File: config.mk
export PLATFORM = sky130hd
export DESIGN_NAME = rr_hold_arbiter
export DESIGN_NICKNAME = d
export VERILOG_FILES = /design/src/rtl/arbiter_pkg.sv /design/src/rtl/rr_prio_pick.sv /design/src/rtl/rr_hold_arbiter.sv
export SDC_FILE = /design/constraint.sdc
export NUM_CORES = 1
export LEC_CHECK = 0
export CORE_UTILIZATION = 46
export DETAILED_ROUTE_END_ITERATION = 10
export PLACE_DENSITY = 0.73
export SKIP_LAST_GASP = 1
export SYNTH_ARGS = -nofsm -noshare
export SYNTH_HDL_FRONTEND = slang
export SYNTH_HIERARCHICAL = 1
export SYNTH_SLANG_ARGS = --single-unit
File: constraint.sdc
create_clock -name clk_i -period 3.95 [get_ports clk_i]
set_input_delay 0.79 -clock clk_i [delete_from_list [all_inputs] [get_ports clk_i]]
set_output_delay 0.79 -clock clk_i [all_outputs]
set_load 0.02 [all_outputs]
File: src/rtl/arbiter_pkg.sv
// rtl/arbiter_pkg.sv - shared constants and state type for the round-robin hold arbiter
package arbiter_pkg;

  localparam int ROWS         = 4;
  localparam int DEF_HOLD_MAX = 16;

  typedef enum logic {
    IDLE  = 1'b0,
    GRANT = 1'b1
  } arb_state_t;

endpackage

File: src/rtl/rr_prio_pick.sv
// rtl/rr_prio_pick.sv - combinational lowest-index-first picker, one-hot plus binary index out
module rr_prio_pick #(
  parameter int N     = 4,
  parameter int IDX_W = $clog2(N)
) (
  input  logic [N-1:0]     req_i,
  output logic [N-1:0]     gnt_o,
  output logic [IDX_W-1:0] idx_o
);

  // Scan from the top down so the lowest set bit is the last one written.
  always_comb begin
    gnt_o = '0;
    idx_o = '0;
    for (int i = N - 1; i >= 0; i--) begin
      if (req_i[i]) begin
        gnt_o    = '0;
        gnt_o[i] = 1'b1;
        idx_o    = IDX_W'(i);
      end
    end
  end

endmodule

File: src/rtl/rr_hold_arbiter.sv
// rtl/rr_hold_arbiter.sv - registered round-robin arbiter holding grant until ack
// Optional grant timeout enabled by defining ARB_TIMEOUT_EN.
module rr_hold_arbiter
  import arbiter_pkg::*;
#(
  parameter int N        = ROWS,
  parameter int IDX_W    = $clog2(N),
  parameter int HOLD_MAX = DEF_HOLD_MAX
) (
  input  logic             clk_i,
  input  logic             reset_ni,
  input  logic [N-1:0]     req_i,
  input  logic             ack_i,
  output logic [N-1:0]     gnt_o,
  output logic             gnt_valid_o,
  output logic [IDX_W-1:0] gnt_idx_o,
  output logic             timeout_o
);

  if (N < 2) begin : g_bad_n
    $error("rr_hold_arbiter: N must be >= 2");
  end
  if (HOLD_MAX < 1) begin : g_bad_hold_max
    $error("rr_hold_arbiter: HOLD_MAX must be >= 1");
  end

  arb_state_t       state_q, state_d;
  logic [IDX_W-1:0] ptr_q, ptr_d;
  logic [N-1:0]     gnt_q, gnt_d;
  logic [IDX_W-1:0] gnt_idx_q, gnt_idx_d;

  logic [IDX_W-1:0] arb_ptr;
  logic [N-1:0]     arb_req, arb_mask, masked_req;
  logic [N-1:0]     m_gnt, a_gnt, win_gnt;
  logic [IDX_W-1:0] m_idx, a_idx, win_idx;
  logic             timeout_hit, revoke, load_grant;

  // While granting, the mask is built from the current winner so an ack
  // re-arbitrates against the rotated pointer in the same cycle.
  always_comb begin
    arb_ptr = (state_q == GRANT) ? gnt_idx_q : ptr_q;
    arb_req = (state_q == GRANT) ? (req_i & ~gnt_q) : req_i;
    arb_mask = '0;
    for (int i = 0; i < N; i++) begin
      arb_mask[i] = (IDX_W'(i) > arb_ptr);
    end
    masked_req = arb_req & arb_mask;
  end

  rr_prio_pick #(.N(N), .IDX_W(IDX_W)) u_pick_masked (
    .req_i (masked_req),
    .gnt_o (m_gnt),
    .idx_o (m_idx)
  );

  rr_prio_pick #(.N(N), .IDX_W(IDX_W)) u_pick_all (
    .req_i (arb_req),
    .gnt_o (a_gnt),
    .idx_o (a_idx)
  );

  assign win_gnt = (|masked_req) ? m_gnt : a_gnt;
  assign win_idx = (|masked_req) ? m_idx : a_idx;

  always_comb begin
    state_d    = state_q;
    ptr_d      = ptr_q;
    gnt_d      = gnt_q;
    gnt_idx_d  = gnt_idx_q;
    revoke     = 1'b0;
    load_grant = 1'b0;

    case (state_q)
      IDLE: begin
        if (|req_i) begin
          gnt_d      = win_gnt;
          gnt_idx_d  = win_idx;
          state_d    = GRANT;
          load_grant = 1'b1;
        end
      end
      GRANT: begin
        if (ack_i || (req_i[gnt_idx_q] && timeout_hit)) begin
          revoke = !ack_i;
          ptr_d  = gnt_idx_q;
          if (|arb_req) begin
            gnt_d      = win_gnt;
            gnt_idx_d  = win_idx;
            load_grant = 1'b1;
          end else begin
            gnt_d   = '0;
            state_d = IDLE;
          end
        end else if (!req_i[gnt_idx_q]) begin
          ptr_d   = gnt_idx_q;
          gnt_d   = '0;
          state_d = IDLE;
        end
      end
      default: begin
        gnt_d   = '0;
        state_d = IDLE;
      end
    endcase
  end

  always_ff @(posedge clk_i) begin
    if (!reset_ni) begin
      state_q   <= IDLE;
      ptr_q     <= IDX_W'(N - 1);
      gnt_q     <= '0;
      gnt_idx_q <= '0;
    end else begin
      state_q   <= state_d;
      ptr_q     <= ptr_d;
      gnt_q     <= gnt_d;
      gnt_idx_q <= gnt_idx_d;
    end
  end

`ifdef ARB_TIMEOUT_EN
  localparam int CNT_W = $clog2(HOLD_MAX + 1);

  logic [CNT_W-1:0] hold_cnt_q, hold_cnt_d;
  logic             timeout_q, timeout_d;

  assign timeout_hit = (hold_cnt_q == CNT_W'(HOLD_MAX - 1));

  always_comb begin
    hold_cnt_d = hold_cnt_q;
    timeout_d  = revoke;
    if (load_grant) begin
      hold_cnt_d = '0;
    end else if (state_q == GRANT) begin
      hold_cnt_d = hold_cnt_q + 1'b1;
    end
  end

  always_ff @(posedge clk_i) begin
    if (!reset_ni) begin
      hold_cnt_q <= '0;
      timeout_q  <= 1'b0;
    end else begin
      hold_cnt_q <= hold_cnt_d;
      timeout_q  <= timeout_d;
    end
  end

  assign timeout_o = timeout_q;
`else
  logic unused_timeout;

  assign timeout_hit    = 1'b0;
  assign unused_timeout = revoke | load_grant;
  assign timeout_o      = 1'b0;
`endif

  assign gnt_o       = gnt_q;
  assign gnt_valid_o = |gnt_q;
  assign gnt_idx_o   = gnt_idx_q;

endmodule
# --- Yosys cells after proc, flatten, opt, wreduce, memory -nomap -nowiden ---
# Index checks and enable logic that the tools add are counted.
totals:
  reg_bits: 9
  latch_bits: 0
  ramBits: 0
  rom_bits: 0
  in_bits: 7
  output_inout_bits: 8
  n_memories: 0
op_classes:
  addsub: 0
  multipliers: 0
  div: 0
  n_lt_le_gt_ge: 5
  n_eq_ne: 5
  n_shift: 0
  n_mux: 38
  bitwise_logic: 4
  n_reduce_logical: 7
ops:
  columns: ["cell", "n"]
  rows:
  - ["two-way mux 4 bit", 14]
  - ["two-way mux 2 bit", 15]
  - ["OR reduction 4 bit", 4]
  - ["AND 4 bit", 2]
  - ["one-hot mux 4 bit (2 select lines)", 1]
  - ["inequality test 2 bit, second input constant", 3]
  - ["two-way mux 1 bit", 5]
  - ["> comparator 1 x 2 -> 1 bit, first input constant", 2]
  - ["> comparator 2 bit, first input constant", 2]
  - ["inverter 4 bit", 1]
  - ["one-hot mux 2 bit (2 select lines)", 1]
  - ["AND reduction 2 bit", 2]
  - ["less-than comparator 2 x 3 -> 1 bit, second input constant", 1]
  - ["inequality test 3 bit, second input constant", 1]
  - ["AND reduction 3 bit", 1]
  - ["binary-select mux 1 bit (select 2 bit)", 1]
  - ["inequality test 2 x 1 -> 1 bit, second input constant", 1]
  - ["one-hot mux 1 bit (2 select lines)", 1]
  - ["inverter 1 bit", 1]

# --- Depth between registers and ports, before layout ---
logic_depth:
  ltp_word: 12
  ltp_mapped: 9
  ltp_nobuf: 7

# --- Cells and area by module ---
# Netlist, hierarchy kept.
by_module_without_submodules:
  columns: ["mod", "n_inst", "cells_per_inst", "area_per_inst_um2", "seq_area_each_um2"]
  rows:
  - ["rr_hold_arbiter", 1, 80, 624.3, 180.2]
  - ["rr_prio_pick", 2, 9, 60.1, 0.0]

# --- Least setup slack after synthesis ---
# Ideal clock, no wire load.
synth_timing:
  path_type: "input to register"
  start: "input port req_i[3]"
  end: "register gnt_idx_q[0] (netlist: gnt_idx_o[0])"
  arrival_time_ps: 2069
  t_required_ps: 3876
  slack_ps: 1807
  path_stages: 7
  path_buffers: 0
  cell_sequence: "a21boi_0 -> nand3_1 -> inv_1 -> nand2b_4 -> a21oi_1 -> o21ai_0 -> a31oi_1"
synth_via:
  elab_chain_len: 11
synth_lines:
  columns: ["item", "line", "source"]
  rows:
  - ["start: declaration", "rr_hold_arbiter.sv:12", "input logic [N-1:0] req_i,"]
  - ["AND 4 bit", "rr_hold_arbiter.sv:42", "arb_req = (state_q == GRANT) ? (req_i & ~gnt_q) : req_i;"]
  - ["two-way mux 4 bit *", "rr_hold_arbiter.sv:42", null]
  - ["AND 4 bit *", "rr_hold_arbiter.sv:47", "masked_req = arb_req & arb_mask;"]
  - ["via masked_req[3]", "rr_hold_arbiter.sv:33", "logic [N-1:0] arb_req, arb_mask, masked_req;"]
  - ["two-way mux 2 bit * (4 in a row)", "rr_prio_pick.sv:16", "if (req_i[i]) begin"]
  - ["via m_idx[0]", "rr_hold_arbiter.sv:35", "logic [IDX_W-1:0] m_idx, a_idx, win_idx;"]
  - ["two-way mux 2 bit *", "rr_hold_arbiter.sv:63", "assign win_idx = (|masked_req) ? m_idx : a_idx;"]
  - ["two-way mux 2 bit", "rr_hold_arbiter.sv:86", "if (|arb_req) begin"]
  - ["two-way mux 2 bit", "rr_hold_arbiter.sv:83", "if (ack_i || (req_i[gnt_idx_q] && timeout_hit)) begin"]
  - ["one-hot mux 2 bit (2 select lines) *", "rr_hold_arbiter.sv:73", "case (state_q)"]
  - ["end signal: assignment", "rr_hold_arbiter.sv:117", "gnt_idx_q <= gnt_idx_d;"]
  - ["end: declaration", "rr_hold_arbiter.sv:30", "logic [IDX_W-1:0] gnt_idx_q, gnt_idx_d;"]
# Mark *: on every way through the listed nets, which the timed path passes. The rest lies on a longest branch. The select of a mux whose other input is x is not followed.
# A chain may end at the register's enable or synchronous reset.

# --- Final worst setup path ---
layout_timing:
  start: "input port req_i[3]"
  end: "register gnt_idx_q[1] (netlist: gnt_idx_o[1])"
layout_via:
  elab_chain_len: 11
layout_lines:
  columns: ["item", "line"]
  rows:
  - ["AND 4 bit", "rr_hold_arbiter.sv:42"]
  - ["two-way mux 4 bit *", "rr_hold_arbiter.sv:42"]
  - ["via arb_req[3]", "rr_hold_arbiter.sv:33"]
  - ["AND 4 bit *", "rr_hold_arbiter.sv:47"]
  - ["via masked_req[3]", "rr_hold_arbiter.sv:33"]
  - ["two-way mux 2 bit * (4 in a row)", "rr_prio_pick.sv:16"]
  - ["via m_idx[1]", "rr_hold_arbiter.sv:35"]
  - ["two-way mux 2 bit *", "rr_hold_arbiter.sv:63"]
  - ["two-way mux 2 bit", "rr_hold_arbiter.sv:86"]
  - ["two-way mux 2 bit", "rr_hold_arbiter.sv:83"]
  - ["one-hot mux 2 bit (2 select lines) *", "rr_hold_arbiter.sv:73"]
# Marked as above.

==> results.md <==
- Status: finished, final reports clean
- Yosys warnings: 6
- Cell variety after synth: 35
- Initial Util: 49.4%
- Cell family with most CP delay: compound AO/OA/AOI/OAI gates
- Internal: 0.000191 W
- CP cell instances: clkdlybuf4s50_1, a21boi_0, nand3_1, inv_1, nor2_1, nor3_1, o21ai_0, a31oi_1
- Place WS: 1010 ps
- Hold Crit Class: register to register
- Layout cells sized above 1: 11.2%
- Vias: 755
- Mean Syn Cell Area: 7.60 um^2
- Post-CTS Resized: 0
- Rel. slew slack: 55.5%
- Largest family of logic cells by synthesized area: simple AND/OR/NAND/NOR gates
- CTS tree: done
- Global-route wire length before repair: 2940 um
- Crit-path max FO: 7
- Wire per inst: 13.6 um
- Largest net degree at the start of global routing: 18
- Multiplexer share of the synthesized area: 7.06%
- I/O Buffers: 13
- Minimum clock period after layout: 2670 ps
- Row cnt: 14
- CP endpoint kind: register
- DRT Pass-1 Iters: 4
- Gr usage total: 22.3%
- Number of setup buffers added after CTS: 0
- Static leakage: 0.347 nW
- Antenna-violating nets left: 0
- Top-area cell type share of the netlist area: 24.2%
- Clock power frac: 24.6%
- CTS Buf Count: 3
- Setup ws final: 1280 ps
- GRT overflow: 0
- Register area share after synthesis: 24.2%
- Switching Power: 0.000113 W
- Final hold vios: 0
- Number of global-route vias before repair: 642
- Peak VDD IR: 0.200 mV
- DP HPWL: 1370 um
- Crit path DAT: 2860 ps
- Adder-Cell Fraction of Synth Area: 0%
- Max-Cap Viols: 0
- CP peak stage delay: 500 ps
- Critical path startpoint category: input pin
- Slew Viols, Final: 0
- Gate power share: 37.5%
- Kind of critical path: input pin to register
- Mapped Area: 744 um^2
- Skew final: 3.56 ps
- Buf+Inv Stages, Crit Path: 2
- Placer Congestion: 0.839
- Die Y: 42.2 um
- Clock transition at path regs: 60 ps
- Root Driver: clkbuf_4
- I/O pin total: 15
- Avg Vias per Cell: 5.72
- Post-CTS Hold Fix Bufs: 0
- CP max stage cell: clkdlybuf4s50_1
- Worst skew pair latency: 270 ps
- Antenna diodes: 0
- Yosys reg bits: 9
- Final wirelength: 1790 um
- Full die area: 1780 um^2
- Sw Share: 37.1%
- Die Wd: 42.2 um
- H-tree depth: 1
- Largest area contributor in the netlist: dfxtp_1
- Power Density: 333 nW/um^2
- Achievable Freq: 0.375 GHz
- Clk buf depth: 2
- Core ar.: 1510 um^2
- Synth Area in XOR/XNOR: 0%
- Area delta synth->final: 22.5%
- Synth Area in Simple Gates: 36.5%
- Fin crit share: 67.5%
- DRC viols: 0
- Synth Instances: 98
- Setup TNS: 0 ps
- Seq pwr share: 37.8%
- Final #Nets: 124
- CTS Sinks: 9
- RSZ-0062 raised after global routing: no
- Synth area leaders: dfxtp_1 24%, nand2_1 5.5%, a21oi_1 5.4%, nor2_1 4.5%, mux2i_1 4.0%
- Synth Area in Compound Gates: 25.0%
- Tightest Pin Transition: 662 ps
- Final setup viols: 0
- Initial antenna violation count: 0
- Worst path required time: 4140 ps
- Initial detailed-routing violation count: 33
cells in the final DEF, fill, tap and decap left out, types with 2 or more instances in the layout:
| cell type | Yosys | routed |
|---|---|---|
| a21boi_0 | 3 | 3 |
| a21oi_1 | 8 | 8 |
| a31oi_1 | 2 | 2 |
| clkbuf_4 | 0 | 3 |
| clkdlybuf4s50_1 | 0 | 13 |
| conb_1 | 1 | 7 |
| dfxtp_1 | 9 | 9 |
| inv_1 | 5 | 5 |
| mux2i_1 | 3 | 3 |
| nand2_1 | 11 | 11 |
| nand2b_4 | 2 | 2 |
| nand3_1 | 4 | 4 |
| nand4_1 | 4 | 4 |
| nor2_1 | 9 | 9 |
| nor2b_1 | 3 | 3 |
| nor3_1 | 2 | 2 |
| nor3_2 | 2 | 2 |
| nor3b_1 | 2 | 2 |
| o211ai_1 | 4 | 4 |
| o21ai_0 | 4 | 4 |
| or4_1 | 2 | 2 |
power by group through the flow:
stage / Clock [W] / Combinational [W] / Sequential [W]
5_1_grt: 0.0000807 / 0.000125 / 0.000117
3_5_place_dp: 0 / 0.000113 / 0.000117
3_3_place_gp: 0 / 0.000111 / 0.000116
6_report: 0.0000749 / 0.000114 / 0.000115
2_1_floorplan: 0 / 0.0000768 / 0.000117
4_1_cts: 0.0000753 / 0.000114 / 0.000115
routing by layer:
metal  vias up  global-route usage (%)  share of wire (%)
li1        381                       -                  -
met1       348                    29.2                 46
met2        21                    32.6                 47
met3         5                    4.74                3.9
met4         0                    15.0                3.0
met5         -                       0                  0
cells in the mapped netlist:
cell and n:
buf_2 1, nor2b_2 1, nor2_1 9, o41ai_2 1
nand3b_1 1, or4_1 2, a21boi_0 3, a31oi_1 2
nand2_1 11, o31ai_2 1, inv_1 5, conb_1 1
o21ai_0 4, o21a_1 1, nand2b_4 2, nor3_2 2
and2_1 1, nor3b_1 2, o31a_1 1, o21ai_1 1
nor2b_1 3, buf_4 3, o211ai_1 4, mux2i_1 3
and3_1 1, mux4_2 1, a21boi_2 1, a21oi_1 8
nor3_1 2, nand3_1 4, and3b_2 1, nand2b_1 1
dfxtp_1 9, nand4_1 4, clkbuf_1 1
cell type report:
class,instances,area (um^2)
Timing Repair Buffer,13,130
Sequential cell,9,180
Fill cell,137,594
Inverter,5,18.8
Tap cell,16,20.0
Clock buffer,4,26.3
Multi-Input combinational cell,85,537
flip-flops by register name, summed over array words and instances, names as in the netlist:
name and flops:
gnt_o 4, gnt_idx_o 2, ptr_q 2, state_q 1
kinds of logic (layout without fill, tap and decap cells):
logic type,count (synthesis),count (layout)
DFF,9,9
AOI/OAI and AO/OA,27,27
and+or+nand+nor,47,47
muxes,4,4
other,1,7
buffers and inverters,10,22
worst reg2reg max path, stage by stage (launching register included):
cell and delay, ps:
dfxtp_1 460, a21boi_0 540, nand3_1 350, inv_1 260, nor2_1 70, nor3_1 120
o21ai_0 100, a31oi_1 180
worst paths after layout:
kind,startpoint,to,slack (ps),depth (start not counted)
setup / recovery,req_i[3],gnt_idx_o[1]$_SDFFE_PN0P_,1280,8
hold / removal,gnt_o[0]$_SDFFE_PN0P_,gnt_o[0]$_SDFFE_PN0P_,530,2
setup reg to reg,state_q$_SDFF_PN0_,gnt_idx_o[1]$_SDFFE_PN0P_,1800,7
hold reg to reg,gnt_o[0]$_SDFFE_PN0P_,gnt_o[0]$_SDFFE_PN0P_,530,2
per-stage QoR:
step,hold WS [ps],instance area [um^2],util [%],power (W),std cells
2_1_floorplan,462,767,-,0.000194,104
3_3_place_gp,487,886,58.8,0.000228,128
3_5_place_dp,514,886,58.8,0.000230,128
4_1_cts,530,912,60.5,0.000304,132
5_1_grt,576,912,60.5,0.000323,132
6_report,531,912,60.5,0.000304,132
Power figures use the tool's default switching activity.
